<file path="src/rtl/secded_err_monitor.sv">
// Flow-controlled stage behind the SECDED decoder: 2-entry skid buffer, saturating SEC/DED counters,
// sticky SEC threshold interrupt. Define SECDED_ERR_LOG_EN to add the first-uncorrectable-word log.
module secded_err_monitor #(
  parameter int CNT_W      = 16,
  parameter int SEC_THRESH = 8
) (
  input  logic             clk,
  input  logic             rst,
  input  logic             in_valid,
  output logic             in_ready,
  input  logic [71:0]      in_data,
  input  logic             in_single,
  input  logic             in_double,
  output logic             out_valid,
  input  logic             out_ready,
  output logic [63:0]      out_data,
  output logic             out_uncorr,
  output logic [CNT_W-1:0] sec_count,
  output logic [CNT_W-1:0] ded_count,
  input  logic             clr_counts,
  output logic             thresh_irq,
  input  logic             irq_ack
`ifdef SECDED_ERR_LOG_EN
  ,
  output logic             log_valid,
  output logic [71:0]      log_data
`endif
);

  localparam logic [CNT_W-1:0] CNT_MAX   = '1;
  localparam logic [CNT_W-1:0] THRESH_M1 = CNT_W'(SEC_THRESH - 1);

  logic        skid_valid;
  logic [63:0] skid_data;
  logic        skid_uncorr;

  logic accept;
  logic out_load;
  logic sec_inc;
  logic ded_inc;
  logic irq_set;

  // in_ready comes straight from the skid flop, so there is no comb path from out_ready.
  assign in_ready = ~skid_valid;
  assign accept   = in_valid & in_ready;
  assign out_load = ~out_valid | out_ready;
  assign ded_inc  = accept & in_double;
  assign sec_inc  = accept & ~in_double & in_single;
  assign irq_set  = sec_inc & ~clr_counts & (sec_count == THRESH_M1);

  // NOTE: sequential state uses non-blocking assignments so every flop samples pre-edge values;
  // data registers are reset too because out_data has a defined reset value.
  always_ff @(posedge clk) begin
    if (rst) begin
      out_valid   <= 1'b0;
      out_data    <= '0;
      out_uncorr  <= 1'b0;
      skid_valid  <= 1'b0;
      skid_data   <= '0;
      skid_uncorr <= 1'b0;
    end else if (out_load) begin
      if (skid_valid) begin
        out_valid  <= 1'b1;
        out_data   <= skid_data;
        out_uncorr <= skid_uncorr;
        skid_valid <= 1'b0;
      end else begin
        out_valid <= accept;
        if (accept) begin
          out_data   <= in_data[63:0];
          out_uncorr <= in_double;
        end
      end
    end else if (accept) begin
      // Output is stalled: park the new word behind it.
      skid_valid  <= 1'b1;
      skid_data   <= in_data[63:0];
      skid_uncorr <= in_double;
    end
  end

  always_ff @(posedge clk) begin
    if (rst) begin
      sec_count  <= '0;
      ded_count  <= '0;
      thresh_irq <= 1'b0;
    end else begin
      if (clr_counts) begin
        sec_count <= '0;
        ded_count <= '0;
      end else begin
        if (sec_inc && sec_count != CNT_MAX) sec_count <= sec_count + 1'b1;
        if (ded_inc && ded_count != CNT_MAX) ded_count <= ded_count + 1'b1;
      end
      // Only an exact hit of the threshold sets the flag, so it re-arms once the count is cleared.
      if (irq_set)      thresh_irq <= 1'b1;
      else if (irq_ack) thresh_irq <= 1'b0;
    end
  end

`ifdef SECDED_ERR_LOG_EN
  always_ff @(posedge clk) begin
    if (rst || clr_counts) begin
      log_valid <= 1'b0;
      log_data  <= '0;
    end else if (ded_inc && !log_valid) begin
      log_valid <= 1'b1;
      log_data  <= in_data;
    end
  end
`else
  logic unused_check_bits;
  assign unused_check_bits = ^in_data[71:64];
`endif

endmodule

</file>
<file path="config.mk">
export PLATFORM = sky130hd
export DESIGN_NAME = secded_err_monitor
export DESIGN_NICKNAME = d
export VERILOG_FILES = /design/src/rtl/secded_err_monitor.sv
export SDC_FILE = /design/constraint.sdc
export NUM_CORES = 1
export LEC_CHECK = 0
export CAP_MARGIN = 20
export CORE_ASPECT_RATIO = 1.5
export CORE_MARGIN = 4
export CORE_UTILIZATION = 52
export CTS_CLUSTER_DIAMETER = 100
export DETAILED_ROUTE_END_ITERATION = 16
export GPL_ROUTABILITY_DRIVEN = 0
export PLACE_DENSITY_LB_ADDON = 0.08
export SLEW_MARGIN = 40
export SYNTH_ARGS = -nofsm -noshare
export SYNTH_HDL_FRONTEND = slang
export SYNTH_SLANG_ARGS = --single-unit
</file>
<file path="constraint.sdc">
create_clock -name clk -period 5.2 [get_ports clk]
set_clock_uncertainty 0.15 [all_clocks]
set_input_delay 1.04 -clock clk [delete_from_list [all_inputs] [get_ports clk]]
set_output_delay 1.04 -clock clk [all_outputs]
set_load 0.01 [all_outputs]
</file>
==> results.json, run 1 <==
{
  "min_path_type": "register to register",
  "synth.area.top_cells": "dfxtp_1 48%, mux2i_1 9.6%, nand2_1 7.7%",
  "yosys.cell_types.count": 41,
  "fin_crit_ns": 3.271,
  "cp_max_fo": 12,
  "tns_ns": 0,
  "whs_endpoint": "skid_data[13]",
  "yosys_warnings": 0,
  "cp-start-kind": "primary input",
  "worstPathRequired_ns": 5.39,
  "synth.net_count": 873,
  "antenna_found_initial": 0,
  "dieWidth_um": 101.8,
  "worst_pin_slew_ns": 0.8115,
  "final_core_util": 0.7141,
  "numCtsBuffers": 17,
  "critical_path_class": "primary input to register",
  "drv_slew": 0,
  "drc_errors": 0,
  "cp_data_arrival_time_ns": 3.46,
  "via_per_inst": 5.741,
  "hold_viol_final": 0,
  "ant_nets": 0,
  "std_cell_rows": 51,
  "ff2ff_setup_slack_ns": 2.67,
  "cts_tree": "built",
  "ys_seq_elements": 165,
  "dp.cells": 1066,
  "hpwl_um": 12160,
  "grt_start_max_net_pins": 100,
  "hold_depth": 2,
  "gr-total-overflow": 0,
  "grt_usage": 0.2415,
  "coreArea_mm2": 0.01295,
  "rsz0062_at_grt": "no",
  "top_usage_layer": "met2",
  "finalNetCount": 1009,
  "clk_latency_ns": 0.41,
  "post-cts-setup-buffer-count": 0,
  "die_h_um": 148.7,
  "path_clk_slew_ns": 0.07,
  "n_antenna_cell": 0,
  "ff2ff_path_depth": 5,
  "io_buffers": 171,
  "cts_max_level": 4,
  "met1_usage": 0.2793,
  "layout_setup_ws_ns": 1.929,
  "drt-pass1-iter-count": 7,
  "r2r-start": "out_valid",
  "leakage_nw": 3.034,
  "synthesis.area_mm2": 0.006863,
  "cellPowerDensity_mw_per_mm2": 325.1,
  "synthCells": 791,
  "fmax_ghz": 0.3057,
  "drt_iter0_drc": 256,
  "first_global_vias": 6180,
  "grt_util_met2": 0.4135,
  "timing.hold.ws_ns": 0.3019,
  "hold_start": "skid_data[13]",
  "cts-root-buf": "clkbuf_16",
  "r2r_end": "skid_data[61]",
  "wire_per_inst_um": 16.26,
  "ir_drop_v": 0.0002160,
  "met3_usage": 0.07414,
  "grt_pass1_wl_um": 29540,
  "die_area_mm2": 0.01514,
  "run_status": "finished clean",
  "stdcell_count": 1097,
  "clock_sinks": 165,
  "cts_hold_buf": 0,
  "dp_slack_ns": 1.526,
  "post-route-period-util": 0.6290,
  "start_util": 0.5298,
  "vias": 6298,
  "synth_top_area_frac": 0.4813,
  "cts_buffer_depth": 2,
  "wl_um": 17830,
  "setup_viol": 0,
  "io_pins": 180,
  "critPathCaptureType": "register",
  "relSlewSlack": 0.4590,
  "synth_seq_area_share": 0.4813,
  "cap_violations": 0,
  "syn_area_per_cell_um2": 8.676,
  "area_delta_synth_final_pct": 34.79,
  "synth_top_area_cell": "dfxtp_1",
  "drive_above_1_share": 0.05117,
  "cts_resized": 0
}
==> flip-flops by register name, indices dropped and copies added, names as in the netlist <==
register and cells:
sec_count 16, thresh_irq 1, skid_valid 1, out_valid 1
ded_count 16, skid_data 64, out_uncorr 1, out_data 64
skid_uncorr 1
==> cell families (layout without fill, tap and decap cells) <==
kind of cell | after synthesis | count (layout) | share of synthesized area
fa+ha+maj | 2 | 2 | 0.003646
mux | 66 | 66 | 0.09626
buf+inv | 64 | 211 | 0.03646
flops | 165 | 165 | 0.4813
simple gates | 299 | 299 | 0.2046
compound gates | 195 | 195 | 0.1778
==> worst max-delay path: stages <==
cell and delay (ns):
clkdlybuf4s50_1 0.68, nand3b_1 0.38, or4_1 0.70, or4_1 0.50, a21oi_1 0.15
==> synth_stat cells <==
master and count:
nor3b_1 2, a31oi_1 1, nand2b_1 3, mux2i_1 66, ha_1 2, and4bb_2 1, o31a_1 1, or2_2 3
buf_1 9, nor4_1 5, a41o_1 1, or3_1 8, and4_1 7, a21oi_1 92, and3b_1 1, nand4bb_4 1
nand4_1 10, nor2b_1 1, o21ai_0 8, a211oi_1 68, clkbuf_1 49, and2_1 2, buf_6 1, or4_4 1
o211ai_1 1, o21a_1 3, buf_2 2, dfxtp_1 165, a22oi_1 1, nor3_1 2, or4_1 19, and3_1 4
o311ai_0 1, nand3b_1 1, nor4b_1 2, o31ai_1 16, o41ai_1 2, nand2_1 141, nor2_1 72, nand3_1 13
inv_1 3
==> per-stage QoR <==
stage / cell area, µm² / power, mW
4_1_cts: 9239 / 3.029
5_1_grt: 9250 / 3.125
3_5_place_dp: 8621 / 1.716
2_1_floorplan: 6863 / 1.530
3_3_place_gp: 8601 / 1.703
6_report: 9250 / 3.008
==> cell usage in the layout (no fill, tap or decap), drive strengths merged, types with 16 or more instances in the layout <==
| cell type | count |
|---|---|
| a21oi | 92 |
| dfxtp | 165 |
| clkdlybuf4s50 | 170 |
| o31ai | 16 |
| a211oi | 68 |
| mux2i | 66 |
| nor2 | 72 |
| or4 | 20 |
| clkbuf | 19 |
| nand2 | 141 |
==> power by group <==
group | switching, mW | internal, mW | total, mW
Sequential | 0.0331 | 1.32 | 1.35
Clock | 0.504 | 0.817 | 1.32
Combinational | 0.161 | 0.173 | 0.334
==> area by class of cell <==
| type | count | area (µm²) |
|---|---|---|
| clock buffers | 19 | 442.9 |
| flip-flops and latches | 165 | 3307 |
| well taps | 159 | 198.9 |
| repair buffers | 178 | 1769 |
| clock inverters | 11 | 175.2 |
| inverters | 3 | 11.26 |
| fillers | 1029 | 3704 |
| multi-input cells | 562 | 3346 |
==> how the worst max path moves through the flow <==
stage          slack (ns)       endpoint       from  cells past startpoint
6_report             1.93  ded_count[15]   in_valid                      5
5_1_grt              1.77  ded_count[15]   in_valid                      5
4_1_cts              1.94  ded_count[15]   in_valid                      5
3_5_place_dp         1.53  ded_count[15]   in_valid                      5
3_3_place_gp         1.54  skid_data[58]  out_ready                      6
2_1_floorplan        2.55  sec_count[14]  in_double                      4
==> metal layers <==
| layer | vias to the layer above | wire length (µm) |
|---|---|---|
| met1 | 2954 | 6863 |
| met4 | 0 | 513 |
| li1 | 3125 | - |
| met3 | 37 | 1108 |
| met2 | 182 | 9348 |
| met5 | - | 0 |
No activity file was read; power rests on OpenSTA's default activity.
==> run 2, diff against run 1 <==
--- a/config.mk
+++ b/config.mk
@@ -8,7 +8,7 @@
 export CAP_MARGIN = 20
 export CORE_ASPECT_RATIO = 1.5
 export CORE_MARGIN = 4
-export CORE_UTILIZATION = 52
+export CORE_UTILIZATION = 44
 export CTS_CLUSTER_DIAMETER = 100
 export DETAILED_ROUTE_END_ITERATION = 16
 export GPL_ROUTABILITY_DRIVEN = 0
==> constraint.sdc (replaced) <==
create_clock -name clk -period 3 [get_ports clk]
set_clock_uncertainty 0.15 [all_clocks]
set_input_delay 0.6 -clock clk [delete_from_list [all_inputs] [get_ports clk]]
set_output_delay 0.6 -clock clk [all_outputs]
set_load 0.01 [all_outputs]
==> run 2 against run 1 <==
Compared with the run above: cell area is 1.1% higher; first-iteration DRC count grew 7.0%; via count shrank 1.2%; non-clock buffer count increased by 8; utilization is 9.9 points lower; clock power increased by 67%; sequential power increased by 74%; critical path type is now register to output pin; largest cell class unchanged; highest routed layer unchanged.
==> results.json, run 2 (synthesis results as in run 1) <==
{
  "clockPowerShare": 0.429,
  "grt_util_met2": 0.3674,
  "hold_viol_final": 0,
  "rsz0062_at_grt": "no",
  "top_usage_layer": "met2",
  "dieWidth_um": 110.0,
  "combPwrFrac": 0.115,
  "grt_pass1_wl_um": 29450,
  "numCtsBuffers": 17,
  "met1_usage": 0.2285,
  "cts_hold_buf": 0,
  "io_pins": 180,
  "antenna_found_initial": 0,
  "grt_usage": 0.2078,
  "setup_viol": 0,
  "n_antenna_cell": 0,
  "via_per_inst": 5.425,
  "post-route-period-util": 0.8037,
  "cellPowerDensity_mw_per_mm2": 548.7,
  "top_regs": "out_data: 64 flops, skid_data: 64 flops",
  "critical_path_class": "register to output pin",
  "min_path_type": "register to register",
  "hpwl_um": 12640,
  "cts_resized": 0,
  "ant_nets": 0,
  "vias": 6223,
  "drt_iter0_drc": 274,
  "first_global_vias": 6060,
  "die_area_mm2": 0.01770,
  "start_util": 0.4513,
  "cts_tree": "built",
  "gr-total-overflow": 0,
  "worstPathRequired_ns": 2.25,
  "tns_ns": 0,
  "power.switching_mw": 1.201,
  "cts_max_level": 4,
  "critPathCaptureType": "output pin",
  "relSlewSlack": 0.5824,
  "ir_drop_v": 0.0003870,
  "path_clk_slew_ns": 0.06,
  "grt_start_max_net_pins": 89,
  "worst_pin_slew_ns": 0.6265,
  "drv_slew": 0,
  "cts_buffer_depth": 2,
  "clk_latency_ns": 0.41,
  "seqPwrFrac": 0.457,
  "met3_usage": 0.06353,
  "netSwitchingFraction": 0.2340,
  "mostFrequentLayoutCell": "clkdlybuf4s50_1",
  "wl_um": 18190,
  "r2r_end": "sec_count[14]",
  "hold_depth": 2,
  "drt-pass1-iter-count": 4,
  "fmax_ghz": 0.4147,
  "finalNetCount": 1017,
  "cts-root-buf": "clkbuf_16",
  "drive_above_1_share": 0.05907,
  "cpPeakStageDelay_ns": 0.56,
  "path_cells": "inv_1 > clkdlybuf4s50_1",
  "drc_errors": 0,
  "hold_start": "skid_data[30]",
  "io_buffers": 171,
  "area_delta_synth_final_pct": 36.32,
  "cp_max_fo": 21,
  "run_status": "finished clean",
  "clock_sinks": 165,
  "cap_violations": 0,
  "whs_endpoint": "skid_data[30]",
  "worst_path_max_delay_cell": "clkdlybuf4s50_1",
  "wire_per_inst_um": 15.86,
  "final_cell_mix": "170 x clkdlybuf4s50_1, 164 x dfxtp_1, 141 x nand2_1, 92 x a21oi_1, 71 x nor2_1",
  "coreArea_mm2": 0.01521,
  "placed_area_mm2": 0.008756,
  "leakage_nw": 3.047,
  "cp-start-kind": "register",
  "die_h_um": 161.0,
  "std_cell_rows": 55,
  "power.internal_mw": 3.932,
  "final_cell_area_mm2": 0.009355,
  "finalPower_mw": 5.133,
  "ff2ff_setup_slack_ns": 0.79,
  "post-cts-setup-buffer-count": 0,
  "ff2ff_path_depth": 4,
  "cp_data_arrival_time_ns": 1.66,
  "r2r-start": "skid_valid",
  "fin_crit_ns": 2.411
}
-- run 2: cell count changes in the layout (fill, tap and decap cells not counted), moves of 2 or more --
cell / delta
buf_6: -2
buf_4: +7
inv_6: -2
clkbuf_1: +2
clkinvlp_4: +2
buf_12: +3
-- run 2: layout make-up --
class	instances	area (µm²)
clock inverter	11	148.9
tap	199	249.0
fill	1321	5853
multi-input combinational	562	3329
sequential	165	3307
inverter	3	11.26
clock buffer	21	450.4
timing repair buffer	186	1859
-- run 2: stage by stage --
| stage | utilization | instances | hold WS, ns | setup WS (ns) |
|---|---|---|---|---|
| 2_1_floorplan | - | 791 | 0.2860 | 0.7885 |
| 3_3_place_gp | 0.5757 | 1115 | 0.2907 | 0.2132 |
| 3_5_place_dp | 0.5757 | 1115 | 0.2961 | 0.1802 |
| 4_1_cts | 0.6151 | 1147 | 0.3051 | 0.5582 |
| 5_1_grt | 0.6151 | 1147 | 0.3231 | 0.5163 |
| 6_report | 0.6151 | 1147 | 0.3038 | 0.5888 |
-- run 2: metal layers --
layer,vias to the layer above,wire [µm]
li1,3124,-
met1,2903,7160
met2,168,9439
met3,28,1223
met4,0,364
met5,-,0
-- run 2: how the worst max path moves through the flow --
stage                           from       endpoint  slack (ns)  depth (start not counted)
after detailed placement    in_valid  ded_count[15]        0.18                          5
after floorplan            in_double  sec_count[14]        0.79                          4
final                     skid_valid       in_ready        0.59                          2
after global routing      skid_valid       in_ready        0.52                          2
after CTS                 skid_valid       in_ready        0.56                          2
after global placement     in_double  sec_count[14]        0.21                          5
-- run 2: power by group through the flow --
stage	clock, mW	sequential, mW	combinational, mW
global placement	0	2.39	0.578
detailed placement	0	2.39	0.592
CTS	2.25	2.35	0.595
floorplan	0	2.42	0.235
global route	2.35	2.36	0.643
finish	2.20	2.35	0.588
-- run 2: critical path, delay by kind of cell (launching register included) --
kind	cells	cell delay, ns
buf+inv	2	0.70
flops	1	0.55
